File: config.mk
export PLATFORM = sky130hd
export DESIGN_NAME = bcd_time_packer
export DESIGN_NICKNAME = d
export VERILOG_FILES = /design/src/rtl/bcd_time_packer.sv
export SDC_FILE = /design/constraint.sdc
export NUM_CORES = 1
export LEC_CHECK = 0
export BUFFER_PORTS_ARGS = -buffer_cell sky130_fd_sc_hd__buf_2
export CAP_MARGIN = 15
export CORE_UTILIZATION = 50
export CTS_CLUSTER_SIZE = 40
export DETAILED_ROUTE_END_ITERATION = 7
export GPL_TIMING_DRIVEN = 0
export MAX_ROUTING_LAYER = met4
export PLACE_DENSITY_LB_ADDON = 0.12
export SYNTH_ARGS = -nofsm -noshare
export SYNTH_HDL_FRONTEND = slang
export SYNTH_SLANG_ARGS = --single-unit
File: constraint.sdc
create_clock -name clk -period 4 [get_ports clk]
set_input_delay 0 -clock clk [delete_from_list [all_inputs] [get_ports clk]]
set_output_delay 0 -clock clk [all_outputs]
set_load 0.05 [all_outputs]
File: src/rtl/bcd_time_packer.sv
// Sequential BCD-to-binary time packer: validates four two-digit BCD fields, converts one per
// cycle and loads the packed 27-bit time word on a good conversion.
module bcd_time_packer #(
  parameter int unsigned HR_MAX  = 23,
  parameter int unsigned MIN_MAX = 59,
  parameter int unsigned SEC_MAX = 59,
  parameter int unsigned MS_MAX  = 63
) (
  input  logic        clk,
  input  logic        reset,
  input  logic        start,
  input  logic [7:0]  hr_bcd,
  input  logic [7:0]  min_bcd,
  input  logic [7:0]  sec_bcd,
  input  logic [7:0]  ms_bcd,
  output logic        busy,
  output logic        done,
  output logic        err,
  output logic [26:0] time_out
);

  localparam logic [1:0] IDLE  = 2'd0;
  localparam logic [1:0] CONV  = 2'd1;
  localparam logic [1:0] CHECK = 2'd2;
  localparam logic [1:0] DONE  = 2'd3;

  logic [1:0]       state_q, state_d;
  logic [3:0][7:0]  in_q, in_d;       // index 0 = hr ... 3 = ms
  logic [1:0]       idx_q, idx_d;
  logic [4:0]       hr_q, hr_d;
  logic [5:0]       min_q, min_d;
  logic [5:0]       sec_q, sec_d;
  logic [5:0]       ms_q, ms_d;
  logic             bad_q, bad_d;
  logic             err_q, err_d;
  logic [26:0]      time_q, time_d;

  logic [7:0] cur;
  logic [3:0] tens, ones;
  logic [6:0] value;
  logic [6:0] field_max;
  logic       field_bad;

  assign cur   = in_q[idx_q];
  assign tens  = cur[7:4];
  assign ones  = cur[3:0];
  // tens*10 as shift-and-add
  assign value = ({3'b000, tens} << 3) + ({3'b000, tens} << 1) + {3'b000, ones};

  always_comb begin
    field_max = 7'(HR_MAX);
    unique case (idx_q)
      2'd0: field_max = 7'(HR_MAX);
      2'd1: field_max = 7'(MIN_MAX);
      2'd2: field_max = 7'(SEC_MAX);
      2'd3: field_max = 7'(MS_MAX);
    endcase
  end

  assign field_bad = (tens > 4'd9) || (ones > 4'd9) || (value > field_max);

  always_comb begin
    state_d = state_q;
    in_d    = in_q;
    idx_d   = idx_q;
    hr_d    = hr_q;
    min_d   = min_q;
    sec_d   = sec_q;
    ms_d    = ms_q;
    bad_d   = bad_q;
    err_d   = err_q;
    time_d  = time_q;
    case (state_q)
      IDLE: begin
        if (start) begin
          in_d    = {ms_bcd, sec_bcd, min_bcd, hr_bcd};
          err_d   = 1'b0;
          bad_d   = 1'b0;
          idx_d   = 2'd0;
          state_d = CONV;
        end
      end
      CONV: begin
        unique case (idx_q)
          2'd0: hr_d  = value[4:0];
          2'd1: min_d = value[5:0];
          2'd2: sec_d = value[5:0];
          2'd3: ms_d  = value[5:0];
        endcase
        if (field_bad) bad_d = 1'b1;
        idx_d = idx_q + 2'd1;
        if (idx_q == 2'd3) state_d = CHECK;
      end
      CHECK: begin
        // A rejected conversion leaves the previously loaded word in place
        if (!bad_q) time_d = {hr_q, min_q, sec_q, ms_q, 4'b0000};
        else        err_d  = 1'b1;
        state_d = DONE;
      end
      DONE:    state_d = IDLE;
      default: state_d = IDLE;
    endcase
  end

  always_ff @(posedge clk) begin
    if (reset) begin
      state_q <= IDLE;
      in_q    <= '0;
      idx_q   <= 2'd0;
      hr_q    <= '0;
      min_q   <= '0;
      sec_q   <= '0;
      ms_q    <= '0;
      bad_q   <= 1'b0;
      err_q   <= 1'b0;
      time_q  <= '0;
    end else begin
      state_q <= state_d;
      in_q    <= in_d;
      idx_q   <= idx_d;
      hr_q    <= hr_d;
      min_q   <= min_d;
      sec_q   <= sec_d;
      ms_q    <= ms_d;
      bad_q   <= bad_d;
      err_q   <= err_d;
      time_q  <= time_d;
    end
  end

  assign busy     = (state_q != IDLE);
  assign done     = (state_q == DONE);
  assign err      = err_q;
  assign time_out = time_q;

endmodule
=== Word-level counts from Yosys, hierarchy flattened ===
Cells that the tools add are included.
W data, S select, Z words.

* Mux-type cells: 13
* Eq/ne operators: 10
* Reduce and logical (&&, ||, !) cells: 18
* Magnitude comparators: 4
* Bitwise logic cells: 1
* $add $sub $neg: 3

{| class="wikitable"
|+ Operators by type and width
! kind !! count
|-
| $pmux W7 S3 || 1
|-
| $bmux W8 S2 || 1
|-
| $reduce_and A2 Y1 || 8
|-
| $eq A2 B2 Y1 const B || 4
|-
| $gt A4 B4 Y1 const B || 2
|-
| $mux W8 || 1
|-
| $ne A2 B2 Y1 const B || 4
|-
| $pmux W2 S4 || 1
|-
| $add A7 B4 Y7 || 1
|-
| $add A7 B5 Y7 || 1
|-
| $gt A7 B7 Y1 || 1
|-
| $mux W2 || 3
|-
| $reduce_and A3 Y1 || 2
|-
| $reduce_bool A2 Y1 || 3
|-
| $eq A2 B1 Y1 const B || 2
|-
| $logic_not A2 Y1 || 2
|-
| $pmux W1 S2 || 2
|-
| $pmux W2 S2 || 1
|-
| $lt A2 B3 Y1 const B || 1
|-
| $mux W1 || 3
|-
| $add A2 B1 Y2 const B || 1
|-
| $logic_or A1 B1 Y1 || 2
|-
| $reduce_or A2 Y1 || 1
|-
| $not A1 Y1 || 1
|}

* Output and inout bits: 30
* Bits in registers: 84
* Word-level logic and storage cells: 62

=== Depth between registers and ports, before layout ===
Gate-level depths: netlist (run 1).

* Word-level depth: 8
* Mapped depth: 13
* Mapped depth without buffers: 12

=== Least setup slack after synthesis (run 1) ===
No wires, ideal clock.

* Path type: register -> register
* From: reg idx_q[0]
* To: reg bad_q
* Path buffers: 1
* Stages on the path, launching flop included: 14
* Data required time: 3.864 ns
* Data arrival time: 3.100 ns
* Library setup time: 0.136 ns
* Clock period less this slack: 3.236 ns
* Setup slack: 0.764 ns
* Cells stage by stage: dfxtp_1 buf_6 mux4_1 inv_1 fa_1 inv_1 ha_1 a21o_1 a21oi_1 xnor2_1 ha_1 nor3b_1 o211ai_1 nand4_1

* Longest elaborated chain between the ends: 8
* Elaborated cells between the ends (all ways): 17
* Classes of those cells: add/sub: 2; order compare: 3; eq/ne: 4; mux: 3; reduce/logical: 5

{| class="wikitable"
|+ RTL lines
! item !! RTL line !! text
|-
| start, declared || 29 || <nowiki>logic [1:0] idx_q, idx_d;</nowiki>
|-
| start signal, assigned || 120 || <nowiki>idx_q <= idx_d;</nowiki>
|-
| $bmux W8 S2 (*) || 44 || <nowiki>assign cur = in_q[idx_q];</nowiki>
|-
| $mux W8 (implied by the code) (*) || 44 ||
|-
| $add A7 B5 Y7 || 48 || <nowiki>assign value = ({3'b000, tens} << 3) + ({3'b000, tens} << 1) + {3'b000, ones};</nowiki>
|-
| $add A7 B4 Y7 (*) || 48 ||
|-
| net value[5] || 40 || <nowiki>logic [6:0] value;</nowiki>
|-
| $gt A7 B7 Y1 (*) || 60 || <nowiki>assign field_bad = (tens > 4'd9) || (ones > 4'd9) || (value > field_max);</nowiki>
|-
| $logic_or A1 B1 Y1 (*) || 60 ||
|-
| $ne A2 B2 Y1 (no source line) (*) || - ||
|-
| $reduce_and A3 Y1 (no source line) (*) || - ||
|-
| end signal, assigned || 114 || <nowiki>bad_q <= 1'b0;</nowiki>
|-
| end signal, assigned || 125 || <nowiki>bad_q <= bad_d;</nowiki>
|-
| end, declared || 34 || <nowiki>logic bad_q, bad_d;</nowiki>
|}

Mark *: on every way through the listed nets, which the timed path passes. The rest lies on a longest branch. The select of a mux whose other input is x is not followed.
A chain may end at the register's enable or synchronous reset.

=== Worst setup path in the final report (run 1) ===
Ends and elaborated chain as after synthesis.

==> results of run 1 <==
stage by stage:
step           cell area, µm²  power, mW
6_report                 4600       2.48
5_1_grt                  4600       2.64
4_1_cts                  4600       2.49
3_5_place_dp             4040       1.74
3_3_place_gp             4040       1.71
2_1_floorplan            3620       1.54
worst min-delay path, cell delays in order:
cell and delay [ns]:
buf_2 0.12, nor2b_1 0.05, o21ai_0 0.07, nand4_1 0.08
final cells by class:
type | instances | share of cell area [%]
clock inverter | 6 | 2.42
sequential | 84 | 36.5
clock buffer | 10 | 2.77
buffer | 28 | 2.80
tap | 96 | 2.61
multi-input combinational | 312 | 38.2
inverter | 15 | 1.22
timing repair buffer | 92 | 13.5
kinds of logic after synthesis:
group	synth area share, %
AO/OA/AOI/OAI	13.7
XOR/XNOR	0.485
adder cells (fa/ha/maj)	8.04
buffers and inverters	5.13
flip-flops	46.6
multiplexers	5.89
other	0.104
AND/OR/NAND/NOR	20.1
timing repair:
action / CTS / global route
setup endpoints to repair: 0 / 0
hold buffers: 32 / 0
endpoints found under the hold margin: 32 / 0
power groups by stage:
stage / Clock (mW) / Combinational, mW / Sequential [mW]
after floorplan: 0 / 0.543 / 0.994
after global placement: 0 / 0.712 / 1.00
after global routing: 0.783 / 0.857 / 0.999
after detailed placement: 0 / 0.734 / 1.01
final: 0.730 / 0.760 / 0.988
after CTS: 0.736 / 0.763 / 0.987
flip-flops by register name, indices dropped and copies added, names as in the netlist:
register  cells
bad_q         1
min_q         6
err           1
in_q         32
time_out     23
hr_q          5
state_q       2
ms_q          6
sec_q         6
idx_q         2
cells in the final DEF (no fill, tap or decap), drive strengths merged:
cell type    count
fa               2
mux2i            1
bufinv           3
clkinvlp         1
buf             70
and2             1
nand2b           2
xor2             1
o21a             1
clkinv           1
conb             4
o311ai           1
a21o             1
nor2b            3
nor3b            1
o21ai            2
nand4            2
a21boi           1
a32oi            1
clkbuf          28
nand2          131
ha              20
dlygate4sd3     32
dfxtp           84
mux4             8
inv             16
and3             1
nor2            24
o211ai           3
nand3           15
nor3             1
a211oi           1
xnor2            1
a21oi           83
layer usage:
| layer | vias to the layer above | GRT usage (%) | share of wire, % | wire (µm) |
|---|---|---|---|---|
| met5 | - | - | 0 | 0 |
| met4 | 0 | 11.4 | 1.8 | 148 |
| met3 | 12 | 3.89 | 3.1 | 256 |
| met2 | 68 | 42.6 | 50 | 4210 |
| met1 | 1473 | 29.1 | 45 | 3730 |
| li1 | 1646 | - | - | - |
cell usage after synthesis:
master    instances  area [µm²]
and2_1            1        6.26
nand2_1         131         492
buf_4             4        30.0
mux4_1            6         158
nor2b_1           3        18.8
mux2i_1           1        10.0
nand4_1           2        12.5
buf_1             4        15.0
nand3_1          15        75.1
a32oi_1           1        8.76
xnor2_1           1        8.76
nor2_1           24        90.1
o211ai_1          3        22.5
buf_6             1        11.3
and3_1            1        6.26
buf_2             1        5.00
a21o_1            1        7.51
o21ai_0           2        10.0
nor3b_1           1        7.51
xor2_1            1        8.76
dfxtp_1          84        1680
a211oi_1          1        7.51
inv_1            15        56.3
nand2b_1          2        12.5
a21oi_1          83         415
clkbuf_1         18        67.6
a21boi_0          1        7.51
o311ai_1          1        8.76
mux4_2            2        45.0
nor3_1            1        5.00
conb_1            1        3.75
fa_1              2        40.0
ha_1             20         250
o21a_1            1        7.51
worst min path at each step:
stage | to | slack (ns) | cells after the start
finish | bad_q | 0.02 | 4
global route | bad_q | 0.07 | 4
CTS | bad_q | 0.008 | 4
detailed placement | in_q[11] | 0.25 | 3
global placement | in_q[21] | 0.24 | 3
floorplan | in_q[0] | 0.14 | 2
==> run summary, run 1 <==
DRC violations left: 0
1st-iter DRT viols: 114
critical path endpoint: bad_q
Routability Congestion: 0.826
fraction of layout cells with a size suffix above 1: 15.2%
port buffer count: 60
largest net degree at the start of global routing: 15
clk buf depth: 2
Final Hold Fails: 0
post-synthesis sequential area ratio: 46.6%
Ys Warns: 0
CP Buf/Inv Count: 3
CTS Sinks: 84
vias in the first global route: 3,165
CTS buffer count: 9
Final setup viols: 0
R2R Path Start: idx_q[0]
Arr. time, crit path: 3.80 ns
f_max: 0.281 GHz
initial antenna violation count: 0
Final WS setup: 0.442 ns
Min-Delay Startpoint: reset
Root Driver: clkbuf_8
Util after Layout: 67.0%
pre-CTS setup slack: 0.457 ns
post-synth cell types: 34
# H-tree levels: 3
Area Growth Syn to Fin: 27.4%
full die area: 7570 µm²
slowest CP cell: mux4_1
Layout Skew: 0.00835 ns
CTS tree: done
largest stage delay on the critical path: 0.61 ns
Crit. Startpoint: idx_q[0]
Crit Path Max Fanout: 10
Net Sw Frac: 34.3%
Syn Inst Count: 436
Logic pwr share: 30.7%
io pins: 65
latest clock arrival within the worst-skew pair: 0.36 ns
Ant. Diodes: 0
HPWL after DPL: 5850 µm
global-route wire length before repair: 14,100 µm
Worst Max-Slew Pin Slew: 0.632 ns
core area: 6870 µm²
hold_ws: 0.0245 ns
average vias per placed instance: 4.98
critical path class: flip-flop to flip-flop
RR Endpoint: bad_q
drt first pass iters: 4
setup TNS: 0 ns
post-CTS setup buffers: 0
Multi-input gate area: 1760 µm²
mean post-synth cell area: 8.28 µm²
Max Cap Violations: 0
Reg clk slew, reported paths: 0.09 ns
Critical Path RT: 4.24 ns
Clk network pwr share: 29.4%
leakage: 1.91 nW
post-CTS resize count: 0
Pint: 1.63 mW
peak supply drop: 0.288 mV
Synth Cell Area: 3610 µm²
crit-path cells: buf_6 -> mux4_1 -> inv_1 -> fa_1 -> inv_1 -> ha_1 -> a21o_1 -> a21oi_1 -> xnor2_1 -> ha_1 -> nor3b_1 -> o211ai_1 -> nand4_1
Layout Nets: 599
CP Capture Type: flip-flop
CP Depth: 13
Post-Layout Cell Count: 643
Vert. Die Dim: 87.0 µm
total grt overflow: 0
DRT antenna net count: 0
Max Slew Vio Count: 0
dpl cells: 595
fin crit share: 89.0%
pwr dens: 538 nW/µm²
total track usage: 25.0%
sequential power share: 39.9%
delay-heaviest family, CP: adder cells
Site Rows: 30
slew margin rel.: 57.7%
Reg area: 1680 µm²
sw power: 851 µW
Die Wd: 87.0 µm
run status: finished, final reports clean
worst reg-to-reg setup slack: 0.44 ns
Tmin final: 3.56 ns
Routed WL per cell: 13.0 µm
Via Count: 3,199
crit path launch type: flip-flop
Fillers: 601
RSZ-0062 raised after global routing: false
worst min path class: input port to flip-flop
r2r worst-path depth: 13
flops & latches, synth: 84
Post-Route WL: 8340 µm
starting density of the core: 52.6%
Power figures use the tool's default switching activity.
==> run 2: changes to the inputs <==
- CORE_UTILIZATION: 50 -> 55
==> run 2 against run 1 <==
  * Die area fell by 8.9%
  * Sequential share of layout area is 0.41 points higher
  * Final cell count decreased by 3.0%
  * Global-route usage rose by 0.21 points
  * Final area shrank 1.1%
  * Non-clock buffer count stayed put
  * Clock power decreased by 15%
  * Critical path depth did not move
  * Critical path type unchanged
  * Largest power group unchanged
==> run summary, run 2 (synthesis gave the netlist of run 1 again) <==
core area: 6350 µm²
total track usage: 25.2%
Max Cap Violations: 0
Routed WL per cell: 13.0 µm
Layout Nets: 599
pwr dens: 520 nW/µm²
full die area: 6900 µm²
largest net degree at the start of global routing: 15
Tmin final: 3.53 ns
CTS Sinks: 84
1st-iter DRT viols: 138
Crit Path Max Fanout: 10
fraction of layout cells with a size suffix above 1: 15.4%
CTS buffer count: 9
slew margin rel.: 58.0%
Final setup viols: 0
Non-Filler Cell Area, Final: 4550 µm²
r2r worst-path depth: 13
DP Area: 4020 µm²
io pins: 65
CTS tree: done
# H-tree levels: 3
Worst Max-Slew Pin Slew: 0.628 ns
Arr. time, crit path: 3.74 ns
total grt overflow: 0
average vias per placed instance: 5.16
worst min path class: input port to flip-flop
vias in the first global route: 3,141
Routability Congestion: 0.860
RSZ-0062 raised after global routing: false
Critical Path RT: 4.22 ns
starting density of the core: 56.9%
Vert. Die Dim: 83.0 µm
setup TNS: 0 ns
crit-path cells: buf_6 -> mux4_1 -> inv_1 -> fa_1 -> inv_1 -> ha_1 -> a21o_1 -> a21oi_1 -> xnor2_1 -> ha_1 -> nor3b_1 -> o211ai_1 -> nand4_1
Reg clk slew, reported paths: 0.08 ns
post-CTS resize count: 0
most common cell after layout, fill and taps aside: nand2_1
Site Rows: 29
Die Wd: 83.0 µm
most frequent cells in the layout: nand2_1, dfxtp_1, a21oi_1, buf_2, dlygate4sd3_1
fin crit share: 88.1%
Layout Skew: 0.0119 ns
port buffer count: 60
slowest CP cell: mux4_1
run status: finished, final reports clean
DRT antenna net count: 0
crit path launch type: flip-flop
Root Driver: clkbuf_8
DRC violations left: 0
Ant. Diodes: 0
Reg with most FFs: in_q
critical path class: flip-flop to flip-flop
initial antenna violation count: 0
HPWL after DPL: 5740 µm
Max Slew Vio Count: 0
hold path depth: 4
f_max: 0.284 GHz
drt first pass iters: 4
max reg flops: 32
Area Growth Syn to Fin: 26.0%
clk buf depth: 2
Final Hold Fails: 0
global-route wire length before repair: 13,700 µm
peak supply drop: 0.332 mV
leakage: 1.89 nW
Via Count: 3,221
latest clock arrival within the worst-skew pair: 0.35 ns
CP Capture Type: flip-flop
Post-Route WL: 8140 µm
largest stage delay on the critical path: 0.60 ns
## run 2: changes by cell type in the layout (fill, tap and decap cells not counted), sizes merged
cell / before / now
clkinv: 1 / 3
clkbuf: 28 / 29
bufinv: 3 / 1
inv: 16 / 15
## run 2: per-layer routing
layer / part of all wire, % / GRT usage, % / vias up
met5: 0 / - / -
met4: 1.3 / 8.62 / 0
met3: 3.9 / 3.78 / 10
met2: 51 / 45.2 / 73
met1: 43 / 28.8 / 1482
li1: - / - / 1656
## run 2: metrics by stage
stage | instances | setup slack (ns) | total power [mW] | util, % | hold slack (ns)
floorplan | 439 | 0.764 | 1.54 | - | 0.136
global placement | 576 | 0.498 | 1.71 | 63.3 | 0.240
detailed placement | 576 | 0.451 | 1.73 | 63.3 | 0.247
CTS | 624 | 0.449 | 2.37 | 71.7 | 0.0229
global route | 624 | 0.256 | 2.51 | 71.7 | 0.0645
finish | 624 | 0.474 | 2.37 | 71.7 | 0.0420
## run 2: where the power goes
group | internal (mW) | switching [mW]
sequential | 0.931 | 0.0591
combinational | 0.279 | 0.477
clock | 0.324 | 0.297
total | 1.53 | 0.832
## run 2: timing repair
item | CTS | global route
endpoints found under the hold margin | 32 | 0
setup buffers | 0 | 0
hold buffers | 32 | 0
## run 2: cell type report
class / instances / area, µm²
fill: 537 / 1800
multi-input combinational: 312 / 1760
sequential: 84 / 1680
timing repair buffer: 92 / 621
clock buffer: 11 / 151
buffer: 28 / 129
tap: 77 / 96.3
clock inverter: 5 / 60.1
inverter: 15 / 56.3
## run 2: worst paths after layout
| check | startpoint | to | slack, ns |
|---|---|---|---|
| setup / recovery | idx_q[0] | bad_q | 0.47 |
| hold / removal | reset | bad_q | 0.04 |
| setup reg to reg | idx_q[0] | bad_q | 0.47 |
| hold reg to reg | time_out[21] | time_out[21] | 0.45 |
## run 2: critical path, delay by kind of cell, from the launching register on
| family | cells | cell delay (ns) |
|---|---|---|
| AOI/OAI and AO/OA | 3 | 0.50 |
| xor gates and xnor gates | 1 | 0.23 |
| adders and majority gates | 3 | 0.99 |
| buffers and inverters | 3 | 0.38 |
| DFF | 1 | 0.44 |
| muxes | 1 | 0.60 |
| and+or+nand+nor | 2 | 0.24 |
